File: src/rtl/mem_stage.sv
// mem_stage: YPU memory-access stage; does loads/stores byte-serially over the shared 8-bit memory port.
// Latency: 1 cycle for non-memory ops; 2N cycles for an N-byte load and N cycles for an N-byte store, plus grant wait.
// Backpressure: raises stall_req_o while an access is in flight; each byte request waits for mem_gnt_i.
//
// Ports: clk/rst (sync, active-low); upstream valid_i, rd_*_i, mem_op_i, mem_addr_i, store_data_i, stall_req_o;
//        write-back valid_o, rd_data_o, rd_addr_o, rd_enable_o (registered);
//        memory port mem_req_o, mem_we_o, mem_addr_o, mem_wdata_o (combinational), mem_gnt_i, mem_rdata_i.
module mem_stage #(
    parameter int MEM_OP_LEN = 4
) (
    input  logic                  clk,
    input  logic                  rst,
    input  logic                  valid_i,
    input  logic [31:0]           rd_data_i,
    input  logic [4:0]            rd_addr_i,
    input  logic                  rd_enable_i,
    input  logic [MEM_OP_LEN-1:0] mem_op_i,
    input  logic [31:0]           mem_addr_i,
    input  logic [31:0]           store_data_i,
    output logic                  stall_req_o,
    output logic                  valid_o,
    output logic [31:0]           rd_data_o,
    output logic [4:0]            rd_addr_o,
    output logic                  rd_enable_o,
    output logic                  mem_req_o,
    output logic                  mem_we_o,
    output logic [31:0]           mem_addr_o,
    output logic [7:0]            mem_wdata_o,
    input  logic                  mem_gnt_i,
    input  logic [7:0]            mem_rdata_i
);

    typedef enum logic [1:0] {IDLE = 2'd0, REQ = 2'd1, RECV = 2'd2} state_t;

    state_t      state;
    state_t      state_nxt;
    logic [1:0]  cnt;
    logic [31:0] addr_q;
    logic [31:0] sdata_q;
    logic [31:0] load_buf;
    logic [31:0] load_asm;
    logic [31:0] load_ext;
    logic [4:0]  rd_addr_q;
    logic        rd_enable_q;
    logic        is_store_q;
    logic        signed_q;
    logic [1:0]  last_q;      // index of the final byte: N-1

    logic        in_mem;
    logic        in_store;
    logic        in_signed;
    logic [1:0]  in_last;
    logic        last_byte;
    logic        finish;

    // Decode of the incoming op; unknown codes fall through as non-memory.
    always_comb begin
        in_mem    = 1'b1;
        in_store  = 1'b0;
        in_signed = 1'b0;
        in_last   = 2'd0;
        case (int'(mem_op_i))
            1:       begin in_signed = 1'b1; in_last = 2'd0; end
            2:       begin in_signed = 1'b1; in_last = 2'd1; end
            3:       in_last = 2'd3;
            4:       in_last = 2'd0;
            5:       in_last = 2'd1;
            6:       begin in_store = 1'b1; in_last = 2'd0; end
            7:       begin in_store = 1'b1; in_last = 2'd1; end
            8:       begin in_store = 1'b1; in_last = 2'd3; end
            default: in_mem = 1'b0;
        endcase
    end

    assign last_byte = (cnt == last_q);
    assign finish    = ((state == REQ) && mem_gnt_i && is_store_q && last_byte) ||
                       ((state == RECV) && last_byte);

    // State register
    always_ff @(posedge clk) begin
        if (!rst) state <= IDLE;
        else      state <= state_nxt;
    end

    // Next-state logic
    always_comb begin
        state_nxt = state;
        case (state)
            IDLE: if (valid_i && in_mem) state_nxt = REQ;
            REQ: begin
                if (mem_gnt_i) begin
                    if (!is_store_q)    state_nxt = RECV;
                    else if (last_byte) state_nxt = IDLE;
                end
            end
            RECV:    state_nxt = last_byte ? IDLE : REQ;
            default: state_nxt = IDLE;
        endcase
    end

    // Memory port and stall; address/data forced to 0 when no request is out.
    // Stall is gated by rst so the cycle after a reset edge reads all-zero.
    always_comb begin
        mem_req_o   = 1'b0;
        mem_we_o    = 1'b0;
        mem_addr_o  = 32'd0;
        mem_wdata_o = 8'd0;
        if (state == REQ) begin
            mem_req_o   = 1'b1;
            mem_we_o    = is_store_q;
            mem_addr_o  = addr_q + {30'd0, cnt};
            mem_wdata_o = sdata_q[{cnt, 3'b000} +: 8];
        end
        stall_req_o = rst & (((state == IDLE) & valid_i & in_mem) |
                             ((state != IDLE) & ~finish));
    end

    // Final byte is merged straight from the port so the result is ready on the finishing edge.
    always_comb begin
        load_asm = load_buf;
        load_asm[{cnt, 3'b000} +: 8] = mem_rdata_i;
        case (last_q)
            2'd0:    load_ext = signed_q ? {{24{load_asm[7]}}, load_asm[7:0]}
                                         : {24'd0, load_asm[7:0]};
            2'd1:    load_ext = signed_q ? {{16{load_asm[15]}}, load_asm[15:0]}
                                         : {16'd0, load_asm[15:0]};
            default: load_ext = load_asm;
        endcase
    end

    // Datapath and write-back registers
    always_ff @(posedge clk) begin
        if (!rst) begin
            cnt         <= 2'd0;
            addr_q      <= 32'd0;
            sdata_q     <= 32'd0;
            load_buf    <= 32'd0;
            rd_addr_q   <= 5'd0;
            rd_enable_q <= 1'b0;
            is_store_q  <= 1'b0;
            signed_q    <= 1'b0;
            last_q      <= 2'd0;
            valid_o     <= 1'b0;
            rd_data_o   <= 32'd0;
            rd_addr_o   <= 5'd0;
            rd_enable_o <= 1'b0;
        end else begin
            valid_o <= 1'b0;
            case (state)
                IDLE: begin
                    if (valid_i && in_mem) begin
                        cnt         <= 2'd0;
                        addr_q      <= mem_addr_i;
                        sdata_q     <= store_data_i;
                        load_buf    <= 32'd0;
                        rd_addr_q   <= rd_addr_i;
                        rd_enable_q <= rd_enable_i;
                        is_store_q  <= in_store;
                        signed_q    <= in_signed;
                        last_q      <= in_last;
                    end else if (valid_i) begin
                        valid_o     <= 1'b1;
                        rd_data_o   <= rd_data_i;
                        rd_addr_o   <= rd_addr_i;
                        rd_enable_o <= rd_enable_i;
                    end
                end
                REQ: begin
                    if (mem_gnt_i && is_store_q) begin
                        if (last_byte) begin
                            valid_o     <= 1'b1;
                            rd_data_o   <= 32'd0;
                            rd_addr_o   <= rd_addr_q;
                            rd_enable_o <= 1'b0;
                        end else begin
                            cnt <= cnt + 2'd1;
                        end
                    end
                end
                RECV: begin
                    load_buf <= load_asm;
                    if (last_byte) begin
                        valid_o     <= 1'b1;
                        rd_data_o   <= load_ext;
                        rd_addr_o   <= rd_addr_q;
                        rd_enable_o <= rd_enable_q;
                    end else begin
                        cnt <= cnt + 2'd1;
                    end
                end
                default: ;
            endcase
        end
    end

endmodule

File: config.mk
export PLATFORM = sky130hd
export DESIGN_NAME = mem_stage
export DESIGN_NICKNAME = d
export VERILOG_FILES = /design/src/rtl/mem_stage.sv
export SDC_FILE = /design/constraint.sdc
export NUM_CORES = 1
export LEC_CHECK = 0
export ABC_AREA = 1
export BUFFER_PORTS_ARGS = -buffer_cell sky130_fd_sc_hd__buf_4
export CORE_MARGIN = 4
export CORE_UTILIZATION = 48
export CTS_CLUSTER_SIZE = 14
export DETAILED_ROUTE_END_ITERATION = 8
export PLACE_DENSITY = 0.82
export SYNTH_ARGS = -nofsm -noshare
export SYNTH_HDL_FRONTEND = slang
export SYNTH_SLANG_ARGS = --single-unit
File: constraint.sdc
create_clock -name clk -period 2.8 [get_ports clk]
set_clock_uncertainty 0.1 [all_clocks]
set_input_delay 0.56 -clock clk [delete_from_list [all_inputs] [get_ports clk]]
set_output_delay 0.56 -clock clk [all_outputs]
set_load 0.02 [all_outputs]
# After elaboration in Yosys (flattened, before gate mapping)
# Index checks and enable logic that the tools add are counted.
[totals]
regBits = 149
in_bits = 118
out_inout_bits = 82
word_cells = 115
[op_classes]
addsub = 3
n_eq_ne = 20
n_shift = 3
mux = 46
bitwise_logic = 6
n_reduce_logical = 23
[op_table]
columns = ["op", "n"]
rows = [
  ["$mux W32", 9],
  ["$pmux W32 S2", 2],
  ["$pmux W32 S3", 1],
  ["$add A32 B2 Y32", 1],
  ["$bwmux W32", 1],
  ["$shift A8 B7 Y32 const A", 1],
  ["$shiftx A32 B6 Y8", 1],
  ["$shiftx A8 B7 Y32", 1],
  ["$mux W5", 4],
  ["$eq A4 B3 Y1 const B", 4],
  ["$mux W1", 15],
  ["$pmux W5 S3", 1],
  ["$mux W2", 7],
  ["$ne A2 B2 Y1 const B", 6],
  ["$pmux W2 S3", 2],
  ["$eq A4 B2 Y1 const B", 2],
  ["$mux W8", 1],
  ["$reduce_or A8 Y1", 1],
  ["$neg A5 Y7", 1],
  ["$logic_and A1 B1 Y1", 6],
  ["$pmux W1 S3", 2],
  ["$reduce_and A3 Y1", 2],
  ["$reduce_and A6 Y1", 1],
  ["$reduce_or A3 Y1", 2],
  ["other kinds (19)", 27],
]

# Logic depth before layout (Yosys ltp)
[logic_depth]
word_depth = 9
depth_mapped = 17
ltp_nobuf = 12

# Least setup slack after synthesis
# OpenSTA, ideal clock, no wires.
[synth_path]
path_kind = "reg2out"
from = "register cnt[0]"
to = "output mem_addr_o[16]"
arrival_ns = 1.987
setup_slack_ns = 0.153
stages_incl_launch_ff = 11
n_path_buf = 0
path_cell_list = "dfxtp_1 -> ha_1 -> fa_1 -> nand2_1 -> nor2_1 -> nand2_1 -> nor2_1 -> inv_1 -> nor2_2 -> a21oi_1 -> nor3_1"
[synth_between]
elab_chain_len = 2
[synth_lines]
columns = ["item", "line_no", "source"]
rows = [
  ["start: declaration", "37", "logic [1:0] cnt;"],
  ["start signal: assignment", "176", "cnt <= cnt + 2'd1;"],
  ["start signal: assignment", "188", "cnt <= cnt + 2'd1;"],
  ["$add A32 B2 Y32", "111", "mem_addr_o = addr_q + {30'd0, cnt};"],
  ["$mux W32", "108", "if (state == REQ) begin"],
  ["end: declaration", "27", "output logic [31:0] mem_addr_o,"],
]
# No other way between the ends.

# Worst setup path in the final report
[layout_path]
from = "register cnt[0]"
to = "output mem_addr_o[18]"
# Same word-level chain as after synthesis.

==> impl_metrics.yaml <==
layout:
  layout_common_cells: "374 x nand2_1, 226 x buf_4, 175 x nor2_1"
  fin_cells: 1787
  final_common_cell: "nand2_1"
  area_delta_synth_final_pct: 29.0
  drive_gt1_share_pct: 20.8
  n_antenna_cell: 0
  fillers: 1616
  num-nets-final: 1678
setup_path:
  cp-startpoint: "cnt[0]"
  crit_required_ns: 2.14
  worstReg2RegStart: "cnt[0]"
  cp-start-kind: "flip-flop"
  critical_path_arrival_ns: 2.26
  end_kind: "primary output"
  worstPathMaxFanout: 6
  critPathKind: "reg2out"
cts:
  cts-root-buf: "clkbuf_16"
  cts_tree: "yes"
  cts_num_sinks: 149
  clk_pin_slew_ns: 0.08
  cts_buffers: 17
  cts_hold_buf: 0
  clk_path_buf_depth: 2
  clock_latency_ns: 0.43
  htree_levels: 4
timing:
  setup_slack_ns: -0.119
  period_share_pct: 104
  finalHoldViolations: 0
  tightestPinTransition_ns: 0.715
  relSlewSlack_pct: 52.4
  setup_viol: 11
  rsz0062_at_grt: "yes"
  clock.fmax_ghz: 0.343
  timing.setup.tns_ns: -0.752
  fin_crit_ns: 2.92
  report.final.slew_viol_count: 0
yosys:
  syn_avg_cell_area_um2: 6.13
  ys_async_sr_fraction_pct: 0
  synth_flop_cell: "dfxtp_1"
  syn-cell-area_mm2: 0.00844
  synth_area_leaders: "dfxtp_1 35%, nand2_1 17%, a21oi_1 8.8%"
  yosys.area.top_type: "dfxtp_1"
  synth_cell_types: 32
  postSynthCellCount: 1376
  syn_nets: 1505
  synth-edff-count: 0
  synth_seq_cells: 149
  ys_seq_area_share_pct: 35.4
  ys.warnings.count: 0
  synth_top_area_share_pct: 35.4
drt:
  firstDrtPassIters: 5
  vias: 9561
  vias_per_cell: 5.35
  drc_errors: 0
  drt_iter0_drc: 973
  ant_nets: 0
  wirelength_um: 27000
  routedWlPerCell_um: 15.1
global_route:
  grtUsageMet1_pct: 35.6
  use_met2_pct: 42.9
  overflow: 0
  grt_pass1_wl_um: 43700
  grt_max_degree: 85
  grt_pass1_vias: 8954
  antenna_found_initial: 0
  track_usage_pct: 26.7
  grt_util_met3_pct: 4.06
  top_usage_layer: "met2"
placement:
  dp_hpwl_um: 19100
  gp_congestion: 0.944
  place_ws_ns: 0.114
  io_buffers: 199
  place_inst: 1746
flow_run:
  cap_violations: 0
power:
  power_mw: 9.98
  peakVddDrop_mv: 0.743
  power.density_mw_per_mm2: 917
  p_leak_nw: 4.89
floorplanning:
  die_y_um: 141
  die_w_um: 141
  num_rows: 48
  ios: 200
  die_area_mm2: 0.0198
  initial_core_util_pct: 48.9
  core-area_mm2: 0.0172
min_path:
  hold_path.class: "in2reg"
  min_from: "store_data_i[27]"
run_status:
  violations: "negative setup slack"
  status: "finished with violations"
[synth_stat cells, drive strengths merged (3+ instances only)]
| cell | number |
|---|---|
| nand3 | 104 |
| nand4 | 15 |
| dfxtp | 149 |
| clkbuf | 43 |
| xor2 | 7 |
| o21ai | 114 |
| buf | 34 |
| nor2 | 190 |
| a21oi | 150 |
| nand2 | 383 |
| clkinv | 6 |
| ha | 10 |
| inv | 135 |
| a31oi | 3 |
| nor3 | 19 |
| or2 | 8 |
[cell families (layout without fill, tap and decap cells)]
kind of cell	after synthesis	count (layout)	synth area share (%)
simple gates	722	722	35.2
compound gates	269	269	16.2
buf+inv	218	404	10.8
flops	149	149	35.4
fa+ha+maj	11	11	1.72
xor+xnor	7	7	0.727
[sequential cells by signal (all words and copies together), names as in the netlist, 2 cells and up]
name	flops
rd_addr_q	5
rd_addr_o	5
state	2
addr_q	32
rd_data_o	32
sdata_q	32
load_buf	32
cnt	2
last_q	2
[metal layers]
metal  vias to the layer above  wire length [um]
li1                       4739                 -
met5                         -                 0
met4                         0              1110
met3                        77              2040
met1                      4308             11500
met2                       437             12300
[cell type report]
type	instances	area [um^2]	share of cell area [%]
Sequential cell	149	2990	27.5
Multi-Input combinational cell	1009	4710	43.3
Timing Repair Buffer	231	1770	16.3
Inverter	141	529	4.86
Clock buffer	17	425	3.91
Tap cell	225	282	2.59
Clock inverter	15	171	1.57
[what timing repair did]
action                     in CTS  in global routing
setup buffers                   7                  2
pin swaps                      13                 13
resized for setup              29                 25
setup endpoints to repair      22                 35
[power breakdown]
group          leakage (nW)  internal (mW)  switching, mW
sequential             1.22           2.57          0.279
combinational          3.37           1.61           3.19
clock                 0.295           1.21           1.11
[worst max-delay path, stage by stage, from the launching register on]
cell and delay [ns]:
dfxtp_2 0.36, ha_4 0.14, fa_2 0.21, nand2_2 0.09, nor2_4 0.16, nand2_4 0.09
nor2_4 0.10, inv_2 0.06, nor2_4 0.19, buf_6 0.12, a31oi_1 0.06, nor2_1 0.11
buf_4 0.14
[path summary, 6_finish.rpt]
| kind | to | slack (ns) | depth (start not counted) |
|---|---|---|---|
| max | mem_addr_o[18] | -0.12 | 12 |
| min | sdata_q[27] | 0.27 | 3 |
| max reg2reg | rd_data_o[26] | 0.17 | 12 |
| min reg2reg | rd_addr_q[4] | 0.35 | 2 |
[per-stage QoR]
step | hold slack [ns] | utilization (%) | cell area, um^2
3_3_place_gp | 0.337 | 58.2 | 10000
4_1_cts | 0.264 | 62.5 | 10800
6_report | 0.275 | 63.1 | 10900
2_1_floorplan | 0.325 | - | 8440
3_5_place_dp | 0.344 | 58.2 | 10000
5_1_grt | 0.282 | 63.1 | 10900
Power figures use the tool's default switching activity.
